**config.mk**
```make
export PLATFORM = sky130hd
export DESIGN_NAME = key_entry_sched
export DESIGN_NICKNAME = d
export VERILOG_FILES = /design/src/rtl/key_sched_pkg.sv /design/src/rtl/rr_arbiter.sv /design/src/rtl/key_entry_sched.sv
export SDC_FILE = /design/constraint.sdc
export NUM_CORES = 1
export LEC_CHECK = 0
export BUFFER_PORTS_ARGS = -buffer_cell sky130_fd_sc_hd__buf_2
export CORE_MARGIN = 2
export CORE_UTILIZATION = 35
export DETAILED_ROUTE_END_ITERATION = 7
export PLACE_DENSITY = 0.67
export SLEW_MARGIN = 20
export SYNTH_ARGS = -nofsm -noshare
export SYNTH_HDL_FRONTEND = slang
export SYNTH_SLANG_ARGS = --single-unit
```
**constraint.sdc**
```tcl
create_clock -name Clk -period 2.4 [get_ports Clk]
set_clock_uncertainty 0.05 [all_clocks]
set_input_delay 0.12 -clock Clk [delete_from_list [all_inputs] [get_ports Clk]]
set_output_delay 0.12 -clock Clk [all_outputs]
set_load 0.05 [all_outputs]
```
**src/rtl/key_sched_pkg.sv**
```systemverilog
`default_nettype none
// ============================================================================
// Module   : key_sched_pkg
// Purpose  : Shared definitions for the key-entry scheduler: one-hot FSM
//            state encoding, state width and a helper that derives counter
//            widths from a modulus.
// Ports    : none (package)
// Revision : 1.0 - initial release
// ============================================================================
package key_sched_pkg;

  localparam int c_state_w = 7;

  typedef enum logic [c_state_w-1:0] {
    ST_IDLE   = 7'b000_0001,
    ST_CLR    = 7'b000_0010,
    ST_SHIFT  = 7'b000_0100,
    ST_MODE   = 7'b000_1000,
    ST_WAIT   = 7'b001_0000,
    ST_RESULT = 7'b010_0000,
    ST_LOCK   = 7'b100_0000
  } state_t;

  // Width of a counter that must hold 0..n-1; never narrower than one bit.
  function automatic int cnt_w(input int n);
    return (n <= 2) ? 1 : $clog2(n);
  endfunction

endpackage
`default_nettype wire

```
**src/rtl/rr_arbiter.sv**
```systemverilog
`default_nettype none
// ============================================================================
// Module   : rr_arbiter
// Purpose  : Combinational round-robin arbiter. The search for a requester
//            starts at i_ptr and wraps; the first active request wins.
// Ports    : i_req   [N_REQ] request vector
//            i_ptr   [PTR_W] index at which the search starts
//            i_en            arbitration enable; grant is zero when low
//            o_grant [N_REQ] one-hot winner, zero when none / disabled
// Revision : 1.0 - initial release
// ============================================================================
module rr_arbiter
  import key_sched_pkg::*;
#(
  parameter int N_REQ = 2,
  parameter int PTR_W = cnt_w(N_REQ)
) (
  input  logic [N_REQ-1:0] i_req,
  input  logic [PTR_W-1:0] i_ptr,
  input  logic             i_en,
  output logic [N_REQ-1:0] o_grant
);

  logic w_found;

  always_comb begin
    o_grant = '0;
    w_found = 1'b0;
    for (int k = 0; k < N_REQ; k++) begin
      if (i_en && !w_found && i_req[(int'(i_ptr) + k) % N_REQ]) begin
        o_grant[(int'(i_ptr) + k) % N_REQ] = 1'b1;
        w_found = 1'b1;
      end
    end
  end

endmodule
`default_nettype wire

```
**src/rtl/key_entry_sched.sv**
```systemverilog
`default_nettype none
// ============================================================================
// Module   : key_entry_sched
// Purpose  : Shares one DecInputKey decoder between N_REQ key-entry
//            requesters. Round-robin grant, decoder clear, bit-serial key and
//            mode streaming on ValidCmd, Active polling with timeout, and a
//            one-cycle pass/fail result.
//            Optional build macro KEY_LOCKOUT_EN: after MAX_FAIL consecutive
//            failures the block locks out all requesters for LOCK_CYC cycles.
// Ports    : Clk, Reset (async, active-high)
//            req[N_REQ], key_word[N_REQ*KEY_W], mode_bit[N_REQ] - requesters
//            grant[N_REQ] one-hot owner; done/pass result pulse; busy
//            InputKey, ValidCmd, DecReset - to decoder
//            Active, Mode                 - from decoder
//            locked - lockout in progress (tied 0 without KEY_LOCKOUT_EN)
// Revision : 1.0 - initial release
// ============================================================================
module key_entry_sched
  import key_sched_pkg::*;
#(
  parameter int N_REQ    = 2,
  parameter int KEY_W    = 4,
  parameter int TIMEOUT  = 8,
  parameter int MAX_FAIL = 3,
  parameter int LOCK_CYC = 64
) (
  input  logic                   Clk,
  input  logic                   Reset,
  input  logic [N_REQ-1:0]       req,
  input  logic [N_REQ*KEY_W-1:0] key_word,
  input  logic [N_REQ-1:0]       mode_bit,
  output logic [N_REQ-1:0]       grant,
  output logic                   done,
  output logic                   pass,
  output logic                   busy,
  output logic                   InputKey,
  output logic                   ValidCmd,
  output logic                   DecReset,
  input  logic                   Active,
  input  logic                   Mode,
  output logic                   locked
);

  localparam int c_own_w  = cnt_w(N_REQ);
  localparam int c_idx_w  = cnt_w(KEY_W);
  localparam int c_tmr_w  = cnt_w(TIMEOUT);

  state_t               r_state;
  state_t               w_next;
  logic [c_own_w-1:0]   r_owner;
  logic [c_own_w-1:0]   r_ptr;
  logic [c_idx_w-1:0]   r_bit_idx;
  logic [c_tmr_w-1:0]   r_timer;
  logic                 r_pass;
  logic                 r_rst_pulse;
  logic                 w_pass_nxt;

  logic [N_REQ-1:0]     w_arb_grant;
  logic                 w_arb_valid;
  logic [c_own_w-1:0]   w_arb_idx;
  logic                 w_own_req;
  logic                 w_own_mode;
  logic [KEY_W-1:0]     w_own_key;
  logic                 w_owned;
  logic                 w_lock_now;
  logic                 w_lock_done;

  // --------------------------------------------------------------------------
  // Arbitration (only meaningful while idle)
  // --------------------------------------------------------------------------
  rr_arbiter #(
    .N_REQ (N_REQ),
    .PTR_W (c_own_w)
  ) u_arb (
    .i_req   (req),
    .i_ptr   (r_ptr),
    .i_en    (r_state == ST_IDLE),
    .o_grant (w_arb_grant)
  );

  assign w_arb_valid = |w_arb_grant;

  always_comb begin
    w_arb_idx = '0;
    for (int i = 0; i < N_REQ; i++) begin
      if (w_arb_grant[i]) begin
        w_arb_idx = c_own_w'(i);
      end
    end
  end

  // Owner's inputs are used live; the requester holds them stable while granted.
  assign w_own_req  = req[r_owner];
  assign w_own_mode = mode_bit[r_owner];
  assign w_own_key  = key_word[r_owner*KEY_W +: KEY_W];

  // --------------------------------------------------------------------------
  // FSM next state. A dropped owner request aborts any in-flight phase and
  // takes priority over a decoder response in the same cycle.
  // --------------------------------------------------------------------------
  always_comb begin
    w_next     = r_state;
    w_pass_nxt = 1'b0;
    case (r_state)
      ST_IDLE: begin
        if (w_arb_valid) w_next = ST_CLR;
      end
      ST_CLR: begin
        w_next = w_own_req ? ST_SHIFT : ST_RESULT;
      end
      ST_SHIFT: begin
        if (!w_own_req)               w_next = ST_RESULT;
        else if (r_bit_idx == '0)     w_next = ST_MODE;
      end
      ST_MODE: begin
        w_next = w_own_req ? ST_WAIT : ST_RESULT;
      end
      ST_WAIT: begin
        if (!w_own_req) begin
          w_next = ST_RESULT;
        end else if (Active) begin
          w_next     = ST_RESULT;
          w_pass_nxt = (Mode == w_own_mode);
        end else if (r_timer == c_tmr_w'(TIMEOUT - 1)) begin
          w_next = ST_RESULT;
        end
      end
      ST_RESULT: begin
        w_next = w_lock_now ? ST_LOCK : ST_IDLE;
      end
      ST_LOCK: begin
        if (w_lock_done) w_next = ST_IDLE;
      end
      default: begin
        w_next = ST_IDLE;
      end
    endcase
  end

  // --------------------------------------------------------------------------
  // State and datapath registers
  // --------------------------------------------------------------------------
  always_ff @(posedge Clk or posedge Reset) begin
    if (Reset) begin
      r_state     <= ST_IDLE;
      r_owner     <= '0;
      r_ptr       <= '0;
      r_bit_idx   <= '0;
      r_timer     <= '0;
      r_pass      <= 1'b0;
      r_rst_pulse <= 1'b1;
    end else begin
      r_state     <= w_next;
      // r_pass is only non-zero during RESULT; it is captured on the way in.
      r_pass      <= w_pass_nxt;
      r_rst_pulse <= 1'b0;
      case (r_state)
        ST_IDLE: begin
          if (w_arb_valid) r_owner <= w_arb_idx;
        end
        ST_CLR: begin
          r_bit_idx <= c_idx_w'(KEY_W - 1);
        end
        ST_SHIFT: begin
          if (r_bit_idx != '0) r_bit_idx <= r_bit_idx - 1'b1;
        end
        ST_MODE: begin
          r_timer <= '0;
        end
        ST_WAIT: begin
          r_timer <= r_timer + 1'b1;
        end
        ST_RESULT: begin
          r_ptr <= (r_owner == c_own_w'(N_REQ - 1)) ? '0 : r_owner + 1'b1;
        end
        default: ;
      endcase
    end
  end

  // --------------------------------------------------------------------------
  // Optional lockout after repeated failures
  // --------------------------------------------------------------------------
`ifdef KEY_LOCKOUT_EN
  localparam int c_fail_w = cnt_w(MAX_FAIL + 1);
  localparam int c_lck_w  = cnt_w(LOCK_CYC);

  logic [c_fail_w-1:0] r_fail_cnt;
  logic [c_lck_w-1:0]  r_lock_tmr;
  logic [c_fail_w-1:0] w_fail_inc;

  assign w_fail_inc  = (r_fail_cnt == c_fail_w'(MAX_FAIL)) ? r_fail_cnt
                                                            : r_fail_cnt + 1'b1;
  assign w_lock_now  = !r_pass && (w_fail_inc == c_fail_w'(MAX_FAIL));
  assign w_lock_done = (r_lock_tmr == c_lck_w'(LOCK_CYC - 1));

  always_ff @(posedge Clk or posedge Reset) begin
    if (Reset) begin
      r_fail_cnt <= '0;
      r_lock_tmr <= '0;
    end else begin
      case (r_state)
        ST_RESULT: begin
          r_fail_cnt <= r_pass ? '0 : w_fail_inc;
          r_lock_tmr <= '0;
        end
        ST_LOCK: begin
          r_lock_tmr <= r_lock_tmr + 1'b1;
          if (w_lock_done) r_fail_cnt <= '0;
        end
        default: ;
      endcase
    end
  end

  assign locked = (r_state == ST_LOCK);
`else
  logic w_unused_cfg;

  assign w_lock_now   = 1'b0;
  assign w_lock_done  = 1'b1;
  assign locked       = 1'b0;
  assign w_unused_cfg = ((MAX_FAIL + LOCK_CYC) != 0);
`endif

  // --------------------------------------------------------------------------
  // Outputs (decoded from state so an async reset clears them immediately)
  // --------------------------------------------------------------------------
  assign w_owned  = (r_state == ST_CLR)  || (r_state == ST_SHIFT) ||
                    (r_state == ST_MODE) || (r_state == ST_WAIT)  ||
                    (r_state == ST_RESULT);
  assign grant    = w_owned ? (N_REQ'(1) << r_owner) : '0;
  assign done     = (r_state == ST_RESULT);
  assign pass     = r_pass;
  assign busy     = (r_state != ST_IDLE);
  assign ValidCmd = (r_state == ST_SHIFT) || (r_state == ST_MODE);
  // Decoder clear covers the reset period, one cycle after it, and CLR.
  assign DecReset = r_rst_pulse || (r_state == ST_CLR);

  always_comb begin
    InputKey = 1'b0;
    if (r_state == ST_SHIFT)     InputKey = w_own_key[r_bit_idx];
    else if (r_state == ST_MODE) InputKey = w_own_mode;
  end

endmodule
`default_nettype wire

```
======== After elaboration in Yosys (flattened, before gate mapping) ========
Cells that the tools add are included.
word-level totals
  output and inout port bits .............. 9
  bits of input ports ..................... 16
  word-level logic and storage cells ...... 92
  register bits ........................... 16
operators by class
  shifts and indexed selects .............. 2
  eq/ne operators ......................... 13
  add/sub/neg operators ................... 4
  magnitude comparators ................... 6
  reductions and logical operators ........ 20
  bitwise operators ....................... 2
  multiplexer cells ....................... 38
operator list
  kind                                                        number
  two-way mux 7 bit                                           6
  one-hot mux 7 bit (5 select lines)                          1
  two-way mux 1 bit                                           20
  two-way mux 6 bit                                           2
  two-way mux 2 bit                                           4
  variable part select 8 x 4 -> 4 bit                         1
  == test 7 x 1 -> 1 bit, second input constant               1
  == test 7 x 2 -> 1 bit, second input constant               1
  == test 7 x 3 -> 1 bit, second input constant               1
  == test 7 x 4 -> 1 bit, second input constant               1
  == test 7 x 5 -> 1 bit, second input constant               1
  == test 7 x 6 -> 1 bit, second input constant               1
  inequality test 7 x 1 -> 1 bit, second input constant       1
  logical OR 1 bit                                            6
  less-than comparator 2 x 3 -> 1 bit, second input constant  2
  one-hot mux 3 bit (2 select lines)                          1
  nonzero test 2 bit                                          3
  logical AND 1 bit                                           5
  less-than comparator 1 x 2 -> 1 bit, second input constant  2
  inequality test 2 bit, second input constant                2
  inequality test 4 bit, second input constant                1
  one-hot mux 2 bit (2 select lines)                          1
  AND reduction 2 bit                                         2
  adder 3 x 1 -> 3 bit, second input constant                 1
  other kinds (16)                                            18

======== Logic depth before layout (Yosys ltp) ========
  word-level depth ........................ 11
  mapped depth ............................ 6
  depth with buffers taken out ............ 5

======== By module ========
From an unflattened synthesis, not the netlist that was laid out.
unflattened totals
  cells, all modules ...................... 98
  area, all modules ....................... 953.4 um2
modules (own cells, without submodules)
  module           area each (um2)  cells each  instances
  key_entry_sched  932.1            93          1
  rr_arbiter       21.3             5           1

======== Worst setup path after synthesis ========
OpenSTA, ideal clock, no wires.
  path type ............................... register to output
  start point ............................. reg r_state[4]
  end point ............................... out InputKey
  slack ................................... 0.003 ns
  stages on the path, launching flop included .. 4
  required time ........................... 2.230 ns
  data arrival time ....................... 2.227 ns
  cells stage by stage .................... dfrtp_1 -> nor4_4 -> nand3b_1 -> o32ai_1
between the ends
  word-level cells in the longest chain between the ends .. 3
  elaborated cells between the ends (all ways) .. 4
  classes of those cells .................. 2 x eq/ne; 2 x mux
RTL lines
  item                      line                    RTL
  start: declaration        key_entry_sched.sv:48   state_t r_state;
  start signal: assignment  key_entry_sched.sv:153  r_state <= w_next;
  == test 7 x 4 -> 1 bit    key_entry_sched.sv:243  else if (r_state == ST_MODE) InputKey = w_own_mode;
  two-way mux 1 bit         key_entry_sched.sv:243
  two-way mux 1 bit (*)     key_entry_sched.sv:242  if (r_state == ST_SHIFT) InputKey = w_own_key[r_bit_idx];
  end: declaration          key_entry_sched.sv:36   output logic InputKey,
Mark *: on every way between the ends. The rest lies on a longest branch, timed or not.

======== Final worst setup path ========
Same ends and word-level chain as after synthesis.

==> run_results.csv <==
group,metric,value,unit
status,outcome,"finished clean",
power_and_ir_drop,p_per_area,969,nW/um^2
hold_path,hp-class,"in2reg",
detailed_routing,wl_met2,981,um
detailed_routing,top_layer,"met4",
floorplan,pin_count,25,
synth,ys_warn_count,0,
final_layout,utilization,42.9,%
sta,tightest_slew,0.572,ns
cts,clockBufferDepth,2,
worst_setup_path,crit_required,2.23,ns
sta,setup_violations,0,
job,drv_cap,0,
synth,avgSynthCellArea,10.1,um^2
detailed_routing,antenna_left,0,
power_and_ir_drop,clockPowerShare,12.9,%
detailed_routing,routed_wl,2090,um
sta,timing.fmax,0.468,GHz
worst_setup_path,arrival,1.97,ns
worst_setup_path,reg2reg_slack,0.76,ns
placement,io_buffers,23,
worst_setup_path,crit_type,"reg2out",
worst_setup_path,cp-start-kind,"register",
floorplan,initial_utilization,36.7,%
cts,root_buffer,"clkbuf_4",
worst_setup_path,crit_path_max_fanout,7,
power_and_ir_drop,p_leak,0.601,nW
power_and_ir_drop,seq_power_share,38.3,%
sta,rsz0062_at_grt,"false",
cts,cts-buffers-inserted,3,
cts,cts_hold_repair.buffers,1,
sta,slew_violations,0,
cts,post-cts-setup-buffers,0,
sta,max-slew-margin-rel,61.8,%
synth,synth_most_common_cell,"dfrtp_1",
global_routing,antenna_found_initial,0,
power_and_ir_drop,ir_worst_vdd,0.000683,V
final_layout,drive_gt1_share,35.0,%
global_routing,grt_pass1_wl,3680,um
synth,ys_seq_elements,15,
synth,ys.flop_type,"dfrtp_1",
power_and_ir_drop,p_sw_share,45.7,%
detailed_routing,first_iter_violations,16,
sta,report.final.hold_viol_count,0,
synth,synth_cell_types,44,
global_routing,grt_use_total,14.5,%
detailed_routing,met1_length,988,um
power_and_ir_drop,power.switching,0.000520,W
floorplan,die_y,57.5,um
sta,post-route-period-util,89.0,%
cts,clock_latency,0.28,ns
power_and_ir_drop,intPower,0.000617,W
synth,synth_edf_count,0,
detailed_routing,routedWlPerCell,13.6,um
sta,period_minus_slack,2.14,ns
detailed_routing,route.met3.wl,108,um
cts,cts_tree,"yes",
worst_setup_path,endpoint_kind,"primary output",
cts,cts.sinks,15,
synth,yosysTopAreaCell,"dfrtp_1",
power_and_ir_drop,p_comb_share,48.8,%
floorplan,die_area,3310,um^2
synth,synthTopCellsByArea,"dfrtp_1 (32%), dfstp_2 (5.2%), mux2i_1 (5.0%)",
detailed_routing,post_drt_via_cell_ratio,5.39,
cts,clkTransAtPathRegs,0.10,ns
sta,fin_setup_tns,0,ns
global_routing,grt_max_degree,16,
detailed_routing,drc_errors,0,
floorplan,coreArea,2730,um^2
cts,cts_resized,0,
synth,syn_inst,99,
detailed_routing,drtPass1Iterations,4,
final_layout,diodes,0,
global_routing,overflow,0,
floorplan,rows,19,
detailed_routing,vias,830,
cts,htreeDepth,1,
floorplan,die_x,57.5,um
synth,synth_area,1000,um^2
synth,ys_async_sr_fraction,100,%
placement,dp_hpwl,1650,um
placement,place_congestion,0.789,
final_layout,area_growth,17.0,%
synth,synthTopCellsByCount,"dfrtp_1 (13), inv_1 (7), nor2_1 (6), nor2b_1 (6)",
final_layout,fillers,269,
synth,yosysSeqAreaShare,37.7,%
final_layout,nets,143,
global_routing,first_global_vias,821,
synth,synth_top_area_share,32.4,%
[cell usage in the layout (no fill, tap or decap), types with 2 or more instances in the layout]
cell type / count
nor4_4: 2
inv_1: 7
conb_1: 2
a21oi_1: 3
dfrtp_1: 13
nor2b_1: 6
clkbuf_4: 3
a31o_2: 3
o21ai_0: 4
dfstp_2: 2
mux2i_1: 5
nor2_1: 6
nor3b_1: 3
and3_2: 2
a31oi_1: 3
nand3_1: 3
buf_2: 23
ha_1: 3
nor3_1: 2
[power groups by stage]
stage / combinational (W) / sequential, W / clock (W)
after detailed placement: 0.000558 / 0.000444 / 0
after floorplan: 0.000517 / 0.000368 / 0
final: 0.000556 / 0.000436 / 0.000146
after global routing: 0.000609 / 0.000454 / 0.000165
after global placement: 0.000550 / 0.000438 / 0
after CTS: 0.000562 / 0.000440 / 0.000155
[path summary, 6_finish.rpt]
kind	start	endpoint	cells past startpoint
worst min-delay path	req[1]	r_owner	3
worst max-delay path	r_state[4]	InputKey	4
worst min register to register	r_timer[1]	r_timer[1]	1
worst max register to register	r_timer[0]	r_state[5]	5
max in group asynchronous	Reset	r_timer[1]	3
min in group asynchronous	Reset	r_bit_idx[1]	3
[state kept, by name, indices dropped and copies added (netlist names)]
name / count
pass: 1
r_rst_pulse: 1
r_state: 6
r_timer: 3
r_bit_idx: 2
r_ptr: 1
r_owner: 1
[logic make-up (layout without fill, tap and decap cells)]
| group | after synthesis | in the layout | synth area share, % |
|---|---|---|---|
| and+or+nand+nor | 34 | 34 | 24.4 |
| AOI/OAI and AO/OA | 24 | 24 | 17.5 |
| DFF | 15 | 15 | 37.7 |
| buffers and inverters | 13 | 36 | 5.86 |
| muxes | 7 | 7 | 8.73 |
| adders and majority gates | 3 | 3 | 3.74 |
| xor gates and xnor gates | 2 | 2 | 1.75 |
| other | 1 | 2 | 0.374 |
[layer usage]
layer | vias up | global-route usage, %
li1 | 405 | -
met1 | 403 | 18.6
met2 | 20 | 23.9
met3 | 2 | 2.72
met4 | 0 | 5.98
met5 | - | 0
[critical path: stages, from the launching register on]
cell      delay [ns]
dfrtp_1         0.47
nor4_4          0.42
nand3b_1        0.18
o32ai_1         0.30
buf_2           0.31
[metrics by stage]
stage	cells	total power, W	setup slack, ns	hold WS (ns)	instance area, um^2
global route	154	0.00123	0.0881	0.0785	1170
detailed placement	149	0.00100	0.567	0.172	1140
floorplan	100	0.000885	0.00289	-0.0300	1010
CTS	154	0.00116	0.235	0.0577	1170
global placement	149	0.000988	0.618	0.156	1140
finish	154	0.00114	0.264	0.0644	1170
[cell type report]
class                           instances  area [um^2]  share of cell area, %
Clock buffer                            3         22.5                   1.92
Clock inverter                          1         5.00                  0.426
Inverter                                7         26.3                   2.24
Multi-Input combinational cell         72          571                   48.6
Sequential cell                        15          378                   32.2
Tap cell                               31         38.8                   3.30
Timing Repair Buffer                   25          133                   11.3
No activity file was read; power rests on OpenSTA's default activity.
